--- config.mk ---
export PLATFORM = sky130hd
export DESIGN_NAME = imm_rot_encoder_flat
export DESIGN_NICKNAME = d
export VERILOG_FILES = /design/src/rtl/imm_rot_encoder_pkg.sv /design/src/rtl/imm_rot_encoder_if.sv /design/src/rtl/imm_rot_encoder_rot_candidate_check.sv /design/src/rtl/imm_rot_encoder.sv /design/src/flat_wrapper.sv
export SDC_FILE = /design/constraint.sdc
export NUM_CORES = 1
export LEC_CHECK = 0
export BUFFER_PORTS_ARGS = -buffer_cell sky130_fd_sc_hd__buf_2
export CELL_PAD_IN_SITES_DETAIL_PLACEMENT = 1
export CELL_PAD_IN_SITES_GLOBAL_PLACEMENT = 2
export CORE_MARGIN = 5
export CORE_UTILIZATION = 39
export DETAILED_ROUTE_END_ITERATION = 8
export PLACE_DENSITY_LB_ADDON = 0.1
export RECOVER_POWER = 50
export REMOVE_ABC_BUFFERS = 1
export SYNTH_ARGS = -nofsm -noshare
export SYNTH_HDL_FRONTEND = slang
export SYNTH_SLANG_ARGS = --single-unit
--- constraint.sdc ---
create_clock -name clk -period 5.57 [get_ports clk]
set_input_delay 0.2785 -clock clk [delete_from_list [all_inputs] [get_ports clk]]
set_output_delay 0.2785 -clock clk [all_outputs]
set_load 0.03 [all_outputs]
--- src/rtl/imm_rot_encoder_pkg.sv ---
// Shared types and constants for the rotated-immediate encoder.
package imm_rot_encoder_pkg;

  localparam int ROT_STEPS = 16;
  localparam int IMM8_W    = 8;
  localparam int ROT_W     = 4;
  localparam int SHOP_W    = 12;
  localparam int VALUE_W   = 32;

  typedef enum logic [1:0] {
    IDLE       = 2'd0,
    SEARCH     = 2'd1,
    NEG_SEARCH = 2'd2,
    DONE       = 2'd3
  } state_t;

endpackage

--- src/rtl/imm_rot_encoder_if.sv ---
// Request/result bundle between a requester (master) and the encoder (slave).
interface imm_rot_encoder_if;
  import imm_rot_encoder_pkg::*;

  logic                start;
  logic [VALUE_W-1:0]  value;
  logic                ready;
  logic                busy;
  logic                done;
  logic                ok;
  logic                inv;
  logic [SHOP_W-1:0]   shifter_operand;

  modport master (
    output start, value,
    input  ready, busy, done, ok, inv, shifter_operand
  );

  modport slave (
    input  start, value,
    output ready, busy, done, ok, inv, shifter_operand
  );
endinterface

--- src/rtl/imm_rot_encoder_rot_candidate_check.sv ---
// Tests one rotation candidate: rotating the value left by 2*r must leave
// only the low byte populated; that byte is then the imm8 field.
module rot_candidate_check
  import imm_rot_encoder_pkg::*;
(
  input  logic [VALUE_W-1:0] value,
  input  logic [ROT_W-1:0]   r,
  output logic               hit,
  output logic [IMM8_W-1:0]  imm8
);

  logic [5:0]         sh;
  logic [VALUE_W-1:0] rol;

  // Rotate left by 2r; a right shift by 32 yields 0, so r=0 is the identity.
  always_comb begin
    sh   = {1'b0, r, 1'b0};
    rol  = (value << sh) | (value >> (6'd32 - sh));
    hit  = ~|rol[VALUE_W-1:IMM8_W];
    imm8 = rol[IMM8_W-1:0];
  end

endmodule

--- src/rtl/imm_rot_encoder.sv ---
// Iterative search for the ARM rotated-immediate encoding of a 32-bit value.
// Optional build macro IMM_ENC_NEG_EN adds a second pass over ~value (MVN form).
module imm_rot_encoder
  import imm_rot_encoder_pkg::*;
#(
  parameter int CANDS_PER_CYCLE = 1
) (
  input  logic            clk,
  input  logic            rst,
  imm_rot_encoder_if.slave bus
);

  localparam logic [ROT_W-1:0] LAST_CNT = ROT_W'(ROT_STEPS - CANDS_PER_CYCLE);
  // Only used when another group follows, so CANDS_PER_CYCLE=16 never needs it.
  localparam logic [ROT_W-1:0] CNT_STEP = ROT_W'(CANDS_PER_CYCLE % ROT_STEPS);

  state_t              state;
  logic [ROT_W-1:0]    rot_cnt;
  logic [VALUE_W-1:0]  lat_value;
  logic [VALUE_W-1:0]  cand_value;
  logic                ready_q, busy_q, done_q, ok_q;
  logic [SHOP_W-1:0]   shop_q;

  logic [CANDS_PER_CYCLE-1:0] hit_v;
  logic [IMM8_W-1:0]          imm_v [CANDS_PER_CYCLE];
  logic [ROT_W-1:0]           r_v   [CANDS_PER_CYCLE];
  logic                       any_hit;
  logic [ROT_W-1:0]           win_r;
  logic [IMM8_W-1:0]          win_imm;

`ifdef IMM_ENC_NEG_EN
  logic inv_q;
  assign cand_value = (state == NEG_SEARCH) ? ~lat_value : lat_value;
`else
  assign cand_value = lat_value;
`endif

  for (genvar gi = 0; gi < CANDS_PER_CYCLE; gi++) begin : g_cand
    assign r_v[gi] = rot_cnt + ROT_W'(gi);
    rot_candidate_check u_check (
      .value (cand_value),
      .r     (r_v[gi]),
      .hit   (hit_v[gi]),
      .imm8  (imm_v[gi])
    );
  end

  // Priority select: scanning high to low lets the smallest hitting r win.
  always_comb begin
    any_hit = 1'b0;
    win_r   = '0;
    win_imm = '0;
    for (int i = CANDS_PER_CYCLE - 1; i >= 0; i--) begin
      if (hit_v[i]) begin
        any_hit = 1'b1;
        win_r   = r_v[i];
        win_imm = imm_v[i];
      end
    end
  end

  // Operand capture on an accepted request; later changes on value are ignored.
  always_ff @(posedge clk) begin
    if (state == IDLE && bus.start)
      lat_value <= bus.value;
  end

  // Control FSM with registered handshake and result outputs.
  always_ff @(posedge clk) begin
    if (rst) begin
      state   <= IDLE;
      rot_cnt <= '0;
      ready_q <= 1'b1;
      busy_q  <= 1'b0;
      done_q  <= 1'b0;
      ok_q    <= 1'b0;
      shop_q  <= '0;
`ifdef IMM_ENC_NEG_EN
      inv_q   <= 1'b0;
`endif
    end else begin
      case (state)
        IDLE: begin
          if (bus.start) begin
            state   <= SEARCH;
            rot_cnt <= '0;
            ready_q <= 1'b0;
            busy_q  <= 1'b1;
            ok_q    <= 1'b0;
            shop_q  <= '0;
`ifdef IMM_ENC_NEG_EN
            inv_q   <= 1'b0;
`endif
          end
        end
        SEARCH: begin
          if (any_hit) begin
            ok_q   <= 1'b1;
            shop_q <= {win_r, win_imm};
            state  <= DONE;
            busy_q <= 1'b0;
            done_q <= 1'b1;
          end else if (rot_cnt == LAST_CNT) begin
            ok_q   <= 1'b0;
            shop_q <= '0;
`ifdef IMM_ENC_NEG_EN
            state   <= NEG_SEARCH;
            rot_cnt <= '0;
`else
            state  <= DONE;
            busy_q <= 1'b0;
            done_q <= 1'b1;
`endif
          end else begin
            rot_cnt <= rot_cnt + CNT_STEP;
          end
        end
`ifdef IMM_ENC_NEG_EN
        NEG_SEARCH: begin
          if (any_hit) begin
            ok_q   <= 1'b1;
            inv_q  <= 1'b1;
            shop_q <= {win_r, win_imm};
            state  <= DONE;
            busy_q <= 1'b0;
            done_q <= 1'b1;
          end else if (rot_cnt == LAST_CNT) begin
            ok_q   <= 1'b0;
            inv_q  <= 1'b0;
            shop_q <= '0;
            state  <= DONE;
            busy_q <= 1'b0;
            done_q <= 1'b1;
          end else begin
            rot_cnt <= rot_cnt + CNT_STEP;
          end
        end
`endif
        DONE: begin
          state   <= IDLE;
          done_q  <= 1'b0;
          ready_q <= 1'b1;
        end
        default: begin
          state   <= IDLE;
          ready_q <= 1'b1;
          busy_q  <= 1'b0;
          done_q  <= 1'b0;
        end
      endcase
    end
  end

  assign bus.ready           = ready_q;
  assign bus.busy            = busy_q;
  assign bus.done            = done_q;
  assign bus.ok              = ok_q;
  assign bus.shifter_operand = shop_q;
`ifdef IMM_ENC_NEG_EN
  assign bus.inv             = inv_q;
`else
  assign bus.inv             = 1'b0;
`endif

endmodule
--- src/flat_wrapper.sv ---
// flat-port wrapper written by rule: the top's interface ports become plain ports
module imm_rot_encoder_flat import imm_rot_encoder_pkg::*;
#(
  parameter int CANDS_PER_CYCLE = 1
)
  (clk, rst, bus_start, bus_value, bus_ready, bus_busy, bus_done, bus_ok, bus_inv, bus_shifter_operand);
  imm_rot_encoder_if bus_i ();
  input  logic clk;
  input  logic rst;
  input wire logic [$bits(bus_i.start)-1:0] bus_start;
  input wire logic [$bits(bus_i.value)-1:0] bus_value;
  output wire logic [$bits(bus_i.ready)-1:0] bus_ready;
  output wire logic [$bits(bus_i.busy)-1:0] bus_busy;
  output wire logic [$bits(bus_i.done)-1:0] bus_done;
  output wire logic [$bits(bus_i.ok)-1:0] bus_ok;
  output wire logic [$bits(bus_i.inv)-1:0] bus_inv;
  output wire logic [$bits(bus_i.shifter_operand)-1:0] bus_shifter_operand;
  assign bus_i.start = bus_start;
  assign bus_i.value = bus_value;
  assign bus_ready = bus_i.ready;
  assign bus_busy = bus_i.busy;
  assign bus_done = bus_i.done;
  assign bus_ok = bus_i.ok;
  assign bus_inv = bus_i.inv;
  assign bus_shifter_operand = bus_i.shifter_operand;
  imm_rot_encoder #(.CANDS_PER_CYCLE(CANDS_PER_CYCLE)) u_core (.clk(clk), .rst(rst), .bus(bus_i));
endmodule
## Word-level counts from Yosys, hierarchy flattened

Cells that the tools add are included.

- Bits of input ports: 35
- Bits in registers: 54
- Word-level logic and storage cells: 56
- Output and inout bits: 17

- Bitwise operators: 4
- Eq/ne operators: 7
- Reduce and logical (&&, ||, !) cells: 10
- Muxes and demuxes: 23
- Add/subtract/negate cells: 2
- Shift-type cells: 2

Operators with widths:

| kind | number |
|---|---|
| two-way mux 12 bit | 3 |
| bitwise OR 32 bit | 1 |
| << shifter 32 x 5 -> 32 bit | 1 |
| >> shifter 32 x 6 -> 32 bit | 1 |
| one-hot mux 12 bit (2 select lines) | 1 |
| OR reduction 24 bit | 1 |
| two-way mux 4 bit | 3 |
| one-hot mux 4 bit (2 select lines) | 1 |
| two-way mux 1 bit | 7 |
| two-way mux 2 bit | 3 |
| inequality test 2 bit, second input constant | 3 |
| one-hot mux 1 bit (2 select lines) | 3 |
| AND reduction 2 bit | 3 |
| AND reduction 3 bit | 2 |
| subtractor 6 x 5 -> 6 bit, first input constant | 1 |
| adder 4 x 1 -> 4 bit, second input constant | 1 |
| == test 4 bit, second input constant | 1 |
| one-hot mux 2 bit (2 select lines) | 1 |
| AND reduction 4 bit | 1 |
| inequality test 3 x 2 -> 1 bit, second input constant | 1 |
| NOT 1 bit | 3 |
| one-hot mux 1 bit (3 select lines) | 1 |
| == test 2 x 1 -> 1 bit, second input constant | 1 |
| == test 2 bit, second input constant | 1 |
| other kinds (3) | 3 |

## Depth between registers and ports, before layout

Gate-level depths: netlist (run 1).

- Word-level depth: 6
- Depth in mapped cells: 17
- Depth with buffers taken out: 10

## Cells and area by module

Synthesis (run 1) repeated with hierarchy kept, for this count alone.

- Cell total of the unflattened synthesis: 370
- Area total of the unflattened synthesis: 3545.9 µm²

Modules (own cells, without submodules):

| module | times used | seq. area each (µm²) | cells an instance | area each (µm²) |
|---|---|---|---|---|
| imm_rot_encoder | 1 | 1401.3 | 140 | 1969.4 |
| rot_candidate_check | 1 | 0.0 | 230 | 1576.5 |

## Worst setup path after synthesis (run 1)

Ideal clock, no wire load.

- Path type: reg-to-reg
- Start point: reg u_core.rot_cnt[0]
- End point: reg u_core.shop_q[8] (netlist: u_core.bus.shifter_operand[8])
- Path slack: 1.928 ns
- Required time: 5.432 ns
- Clock period less this slack: 3.642 ns
- Stages on the path, launching flop included: 18
- Setup time: 0.138 ns
- Path buffers: 7
- Arrival: 3.504 ns
- Path through: dfxtp_1 buf_4 buf_4 inv_1 buf_2 buf_1 ha_1 buf_2 buf_2 nor3_1 a21oi_1 a221oi_1 a21oi_1 a211oi_1 nand4_2 a21boi_2 buf_6 o32ai_1

- Cells in the longest elaborated chain, start to end: 6
- Elaborated cells between the ends (all ways): 10
- Classes of those cells: add/sub: 1; eq/ne: 2; shift: 2; mux: 2; bitwise: 1; reduce/logical: 2

RTL lines:

| item | line | RTL |
|---|---|---|
| start: declaration | imm_rot_encoder.sv:18 | `logic [ROT_W-1:0] rot_cnt;` |
| start signal: assignment | imm_rot_encoder.sv:115 | `rot_cnt <= rot_cnt + CNT_STEP;` |
| subtractor 6 x 5 -> 6 bit | imm_rot_encoder_rot_candidate_check.sv:18 | `rol = (value << sh) \| (value >> (6'd32 - sh));` |
| >> shifter 32 x 6 -> 32 bit | imm_rot_encoder_rot_candidate_check.sv:18 |  |
| bitwise OR 32 bit | imm_rot_encoder_rot_candidate_check.sv:18 |  |
| OR reduction 24 bit | imm_rot_encoder_rot_candidate_check.sv:19 | `hit = ~\|rol[VALUE_W-1:IMM8_W];` |
| inequality test 3 x 2 -> 1 bit (no source line) or two-way mux 12 bit (tied branches) | n/a |  |
| AND reduction 3 bit (no source line) or one-hot mux 12 bit (2 select lines) (tied branches) | n/a |  |
| end signal: assignment | imm_rot_encoder.sv:99 | `shop_q <= {win_r, win_imm};` |
| end: declaration | imm_rot_encoder.sv:22 | `logic [SHOP_W-1:0] shop_q;` |

Several ways; a longest one is shown, not always the timed one.
A chain may end at the register's enable or synchronous reset.

## Final worst setup path (run 1)

- Start point: reg u_core.rot_cnt[0]
- End point: reg u_core.shop_q[6] (netlist: u_core.bus.shifter_operand[6])

The elaborated chain is that of the path after synthesis.

==> out/metrics.csv, run 1 <==
metric;value;unit
status;completed;
crit_arrival;4250;ps
core-area;10320;µm²
period_minus_slack;4054;ps
slew_violations;0;
dieArea;12720;µm²
initial_utilization;0.3990;
crit_required;5770;ps
ctsHoldBuffers;0;
swShare;0.3493;
yosys_warnings;0;
cts_buffer_depth;2;
finalSetupViolCount;0;
finalCritPeriodShare;0.7279;
synth_compound_area_frac;0.2211;
track_usage;0.1997;
worst-slew-pin-transition;1176;ps
hpwl;9288;µm
postSynthAreaPerCell;9.235;µm²
wl;12680;µm
skew;7.134;ps
cts_root_buf;clkbuf_8;
dpl_cell_area;4398;µm²
synth_xor_area_frac;0.008505;
seq_area_frac_synth;0.3402;
grt_pass1_vias;3716;
gr-total-overflow;0;
cts_setup_buffers;0;
final_core_util;0.4322;
vdd_ir_drop_max;0.00009936;V
wl_met3;494;µm
hold_viol_final;0;
leakagePower;0.001450;µW
async_reset_ff_frac;0;
regArea;1403;µm²
ant_nets;0;
synth.distinct_cells;63;
rsz0062_at_grt;false;
internal-power;659.9;µW
muxShareOfSynthArea;0.1668;
top_layer;met4;
insertion_delay;320;ps
die-height;112.8;µm
crit_fanout;35;
cp-start-kind;register;
wl_met2;5951;µm
area_growth;8.323;%
fin_nets;505;
layout_common_cells;mux2i_1, buf_2, edfxtp_1;
p_sw;354.2;µW
dp_cells;597;
ys.flop_type;edfxtp_1;
synth_seq_cells;54;
final_common_cell;mux2i_1;
grt_max_degree;50;
diodes;0;
cts.sinks;54;
whs;124.6;ps
fmax;246.7;MHz
synth-simple-area-share;0.1859;
wl_met1;6131;µm
grt_antenna_before_repair;0;
synth_edf_count;32;
die_w;112.8;µm
relSlewSlack;0.2145;
hold_path_class;in -> reg;
drive_gt1_frac;0.1620;
synth-adder-area-share;0.006075;
maxCapViolations;0;
crit_path_end_kind;register;
core.rowCount;37;
port_buffers;50;
avgViaCountPerCell;6.104;
fillers;1229;
place.gp.congestion;0.8736;
multi_input_area;2430;µm²
pwr-share-seq;0.480;
cts_tree;done;
wl_per_cell;20.96;µm
power.density;227.3;nW/µm²
drc;0;
clk_pin_slew_worst_paths;100;ps
grt_first_pass_wirelength;20540;µm
ios;52;
vias;3693;
postSynthCellCount;446;
h-tree-depth;2;
cts_made_buffers;5;
synth_top_family_by_area;compound AO/OA/AOI/OAI gates;
netlist_area;4119;µm²
power_frac_clock;0.224;
dr.first_iter.drc_count;268;
combPwrFrac;0.296;
cts-resized-gates;0;
fin_area;4462;µm²
critPathKind;reg -> reg;
final_cells;605;
first_pass_iters;4;
-- sequential cells by signal, indices dropped and copies added, names as in the netlist --
signal                      flops
u_core.bus.shifter_operand     12
u_core.bus.ready                1
u_core.bus.busy                 1
u_core.bus.ok                   1
u_core.cand_value              32
u_core.rot_cnt                  4
u_core.state                    2
u_core.bus.done                 1
-- final cells by class --
| type | instances | share of cell area |
|---|---|---|
| Timing Repair Buffer | 58 | 0.06786 |
| Clock inverter | 3 | 0.004487 |
| Multi-Input combinational cell | 331 | 0.5446 |
| Sequential cell | 54 | 0.3144 |
| Tap cell | 136 | 0.03814 |
| Inverter | 18 | 0.01514 |
| Clock buffer | 5 | 0.01542 |
-- metrics by stage --
stage	TNS [ps]	total power [µW]	worst slack [ps]
after global placement	0	791.6	1689
final	0	1014	1516
after floorplan	-11360	693.3	-671.5
after global routing	0	1071	1137
after detailed placement	0	793.2	1555
after CTS	0	1022	1545
-- logic make-up after synthesis --
logic type	Yosys count
buffers and inverters	61
adder cells (fa/ha/maj)	2
flip-flops	54
other	1
AND/OR/NAND/NOR	138
multiplexers	52
XOR/XNOR	4
AO/OA/AOI/OAI	134
-- worst max-delay path, cell delays in order, from the launching register on --
cell	delay [ps]
dfxtp_2	660
inv_1	130
ha_2	750
buf_12	280
mux4_2	340
a211oi_1	220
a2111oi_0	90
a211oi_1	380
nand4_2	320
a21boi_2	570
o32ai_1	150
-- synthesized netlist by cell type, types with 2 or more instances --
cell       instances  area share
a2111oi_0          3      0.0064
a211oi_1          14       0.026
a21o_1             4      0.0073
a21oi_1           28       0.034
a221oi_1           4      0.0085
a22o_1             2      0.0043
a31oi_1            4      0.0061
and2_1             3      0.0046
buf_1              6      0.0055
buf_2             10       0.012
buf_4              7       0.013
buf_6              3      0.0082
clkbuf_1          17       0.015
dfxtp_1           22        0.11
edfxtp_1          32        0.23
ha_1               2      0.0061
inv_1             18       0.016
mux2_2             3      0.0082
mux2i_1           36       0.087
mux4_2            13       0.071
nand2_1           20       0.018
nand2b_1           3      0.0046
nand3_1            9       0.011
nand4_1            4      0.0061
nor2_1            27       0.025
nor2b_1            5      0.0076
nor3_1            29       0.035
nor3b_1           10       0.018
nor4_1             6      0.0091
nor4b_1            4      0.0085
nor4bb_1           3      0.0073
o2111ai_1          3      0.0064
o211ai_1           6       0.011
o21ai_0           26       0.032
o21bai_1           5      0.0091
o22ai_1            7       0.011
o2bb2ai_1          2      0.0043
o31ai_1            2      0.0036
o32a_1             2      0.0049
o32ai_1           12       0.026
or3_1              5      0.0076
or4_1              2      0.0036
xnor2_1            3      0.0064
-- power groups by stage --
| stage | logic, µW | clock network, µW | registers, µW |
|---|---|---|---|
| 4_1_cts | 299 | 237 | 486 |
| 2_1_floorplan | 201 | 0 | 493 |
| 3_3_place_gp | 297 | 0 | 494 |
| 3_5_place_dp | 298 | 0 | 495 |
| 6_report | 300 | 227 | 487 |
| 5_1_grt | 326 | 253 | 491 |
-- metal layers --
metal	up-vias	track usage
met4	0	0.04728
met2	71	0.3278
met1	1832	0.2793
met3	9	0.02781
met5	-	0
li1	1781	-
-- final timing paths --
path / startpoint / endpoint / slack, ps / cells after the start
hold reg to reg: u_core.bus.done / u_core.bus.done / 470 / 1
setup reg to reg: u_core.rot_cnt[0] / u_core.bus.shifter_operand[6] / 1520 / 10
setup / recovery: u_core.rot_cnt[0] / u_core.bus.shifter_operand[6] / 1520 / 10
hold / removal: bus_value[26] / u_core.cand_value[26] / 120 / 1
Power figures use the tool's default switching activity.
==> run 2: changes to the inputs <==
CORE_UTILIZATION = 37   (was 39)
clock period = 4 ns   (was 5.57 ns; I/O delays follow)
==> run 2 against run 1 <==
Against the previous run: the flow now finishes with violations (max-capacitance violations, max-slew violations); cell count increased by 3.3%; wire length increased by 5.4%; clock power increased by 60%; largest cell class unchanged; highest routed layer unchanged.
==> out/metrics.csv, run 2 (synthesis gave the netlist of run 1 again) <==
metric;value;unit;change
status;complete, but fails checks;;was completed
violations;max-capacitance violations, max-slew violations;;
grt_first_pass_wirelength;21440;µm;was 20540 µm
cts.sinks;54;;unchanged
period_minus_slack;3671;ps;was 4054 ps
vdd_ir_drop_max;0.0001566;V;was 0.00009936 V
vias;3741;;was 3693
wl_met2;6302;µm;was 5951 µm
cp_slowest_cell;ha_2;;unchanged
cts_tree;done;;unchanged
track_usage;0.2071;;was 0.1997
critPathKind;reg -> reg;;unchanged
clk_pin_slew_worst_paths;110;ps;was 100 ps
path_delay_family;compound AO/OA/AOI/OAI gates;;unchanged
layout_setup_ws;328.6;ps;was 1516 ps
cts-resized-gates;0;;unchanged
finalCritPeriodShare;0.9178;;was 0.7279
cts_made_buffers;5;;unchanged
leakagePower;0.001529;µW;was 0.001450 µW
hold_viol_final;0;;unchanged
insertion_delay;350;ps;was 320 ps
wl_met3;707;µm;was 494 µm
place.gp.congestion;0.8789;;was 0.8736
worstPathBufferInverterCount;3;;was 2
dp_worst_setup_slack;434.9;ps;was 1555 ps
wl_per_cell;21.38;µm;was 20.96 µm
wl_met1;6147;µm;was 6131 µm
first_pass_iters;4;;unchanged
skew;16.76;ps;was 7.134 ps
diodes;0;;unchanged
final_common_cell;mux2i_1;;unchanged
finalSetupViolCount;0;;unchanged
cts_root_buf;clkbuf_8;;unchanged
dieArea;13340;µm²;was 12720 µm²
avgViaCountPerCell;5.986;;was 6.104
port_buffers;50;;unchanged
final_core_util;0.4231;;was 0.4322
crit_required;4210;ps;was 5770 ps
initial_utilization;0.3783;;was 0.3990
crit_fanout;26;;was 35
largest_reg_flops;32;;unchanged
fin_nets;521;;was 505
grt_pass1_vias;3779;;was 3716
layout_common_cells;mux2i_1, buf_2, edfxtp_1;;unchanged
area_growth;11.85;%;was 8.323%
critical_path.cell_chain;inv_1 > ha_2 > buf_4 > mux2i_1 > nor2b_1 > a21oi_1 > a211oi_1 > buf_4 > nand4_2 > a21boi_2 > o32ai_1;;was inv_1 > ha_2 > buf_12 > mux4_2 > a211oi_1 > a2111oi_0 > a211oi_1 > nand4_2 > a21boi_2 > o32ai_1
hold_path_class;in -> reg;;unchanged
dpl_cell_area;4466;µm²;was 4398 µm²
slew_violations;10;;was 0
regArea;1403;µm²;unchanged
fin_area;4607;µm²;was 4462 µm²
relSlewSlack;-0.003377;;was 0.2145
h-tree-depth;2;;unchanged
gr-total-overflow;0;;unchanged
ios;52;;unchanged
die_w;115.5;µm;was 112.8 µm
drive_gt1_frac;0.1773;;was 0.1620
ant_nets;0;;unchanged
total_power;1475;µW;was 1014 µW
whs;24.37;ps;was 124.6 ps
cpPeakStageDelay;670;ps;was 750 ps
maxCapViolations;1;;was 0
fillers;1296;;was 1229
power.density;320.2;nW/µm²;was 227.3 nW/µm²
top_layer;met4;;unchanged
worst-slew-pin-transition;1502;ps;was 1176 ps
cp-start-kind;register;;unchanged
grt_antenna_before_repair;0;;unchanged
crit_path_end_kind;register;;unchanged
crit_top_cell;buf_4;;was a211oi_1
rsz0062_at_grt;false;;unchanged
die-height;115.5;µm;was 112.8 µm
hpwl;9882;µm;was 9288 µm
crit_arrival;3890;ps;was 4250 ps
core.rowCount;38;;was 37
grt_max_degree;49;;was 50
drc;0;;unchanged
wl;13360;µm;was 12680 µm
multi_input_area;2430;µm²;unchanged
core-area;10890;µm²;was 10320 µm²
fmax;272.4;MHz;was 246.7 MHz
dr.first_iter.drc_count;207;;was 268
cts_buffer_depth;2;;unchanged
## run 2: cell type report
cell class,instances,share of cell area
clock buffers,6,0.02037
well taps,140,0.03802
repair buffers,74,0.09234
inverters,18,0.01467
multi-input cells,331,0.5274
flip-flops and latches,54,0.3045
clock inverters,2,0.002716
## run 2: what timing repair did
item,CTS,global route
setup buffers,0,0
hold buffers,0,6
endpoints found under the hold margin,0,6
## run 2: worst reg2reg max path, stage by stage, from the launching register on
cell and delay, ps:
dfxtp_1 360, inv_1 70, ha_2 670, buf_4 410, mux2i_1 440, nor2b_1 210, a21oi_1 80, a211oi_1 330
buf_4 190, nand4_2 120, a21boi_2 520, o32ai_1 150
## run 2: power breakdown
part / total [µW] / switching (µW) / internal (µW)
registers: 671 / 49.0 / 622
logic: 440 / 258 / 182
clock network: 364 / 202 / 162
total: 1480 / 509 / 966
## run 2: through the flow
| stage | setup TNS [ps] | cells |
|---|---|---|
| after global routing | 0 | 625 |
| after floorplan | -42760 | 403 |
| after CTS | 0 | 619 |
| after detailed placement | 0 | 611 |
| after global placement | 0 | 611 |
| final | 0 | 625 |
## run 2: final timing paths
check	start	endpoint	slack [ps]	depth (start not counted)
max	u_core.rot_cnt[1]	u_core.bus.shifter_operand[6]	330	11
min	bus_value[6]	u_core.cand_value[6]	20	1
max reg2reg	u_core.rot_cnt[1]	u_core.bus.shifter_operand[6]	330	11
min reg2reg	u_core.bus.done	u_core.bus.done	490	1
## run 2: layer usage
| layer | track usage | vias up |
|---|---|---|
| met1 | 0.2872 | 1838 |
| met4 | 0.05399 | 0 |
| met2 | 0.3299 | 81 |
| met5 | 0 | - |
| met3 | 0.04386 | 12 |
| li1 | - | 1810 |
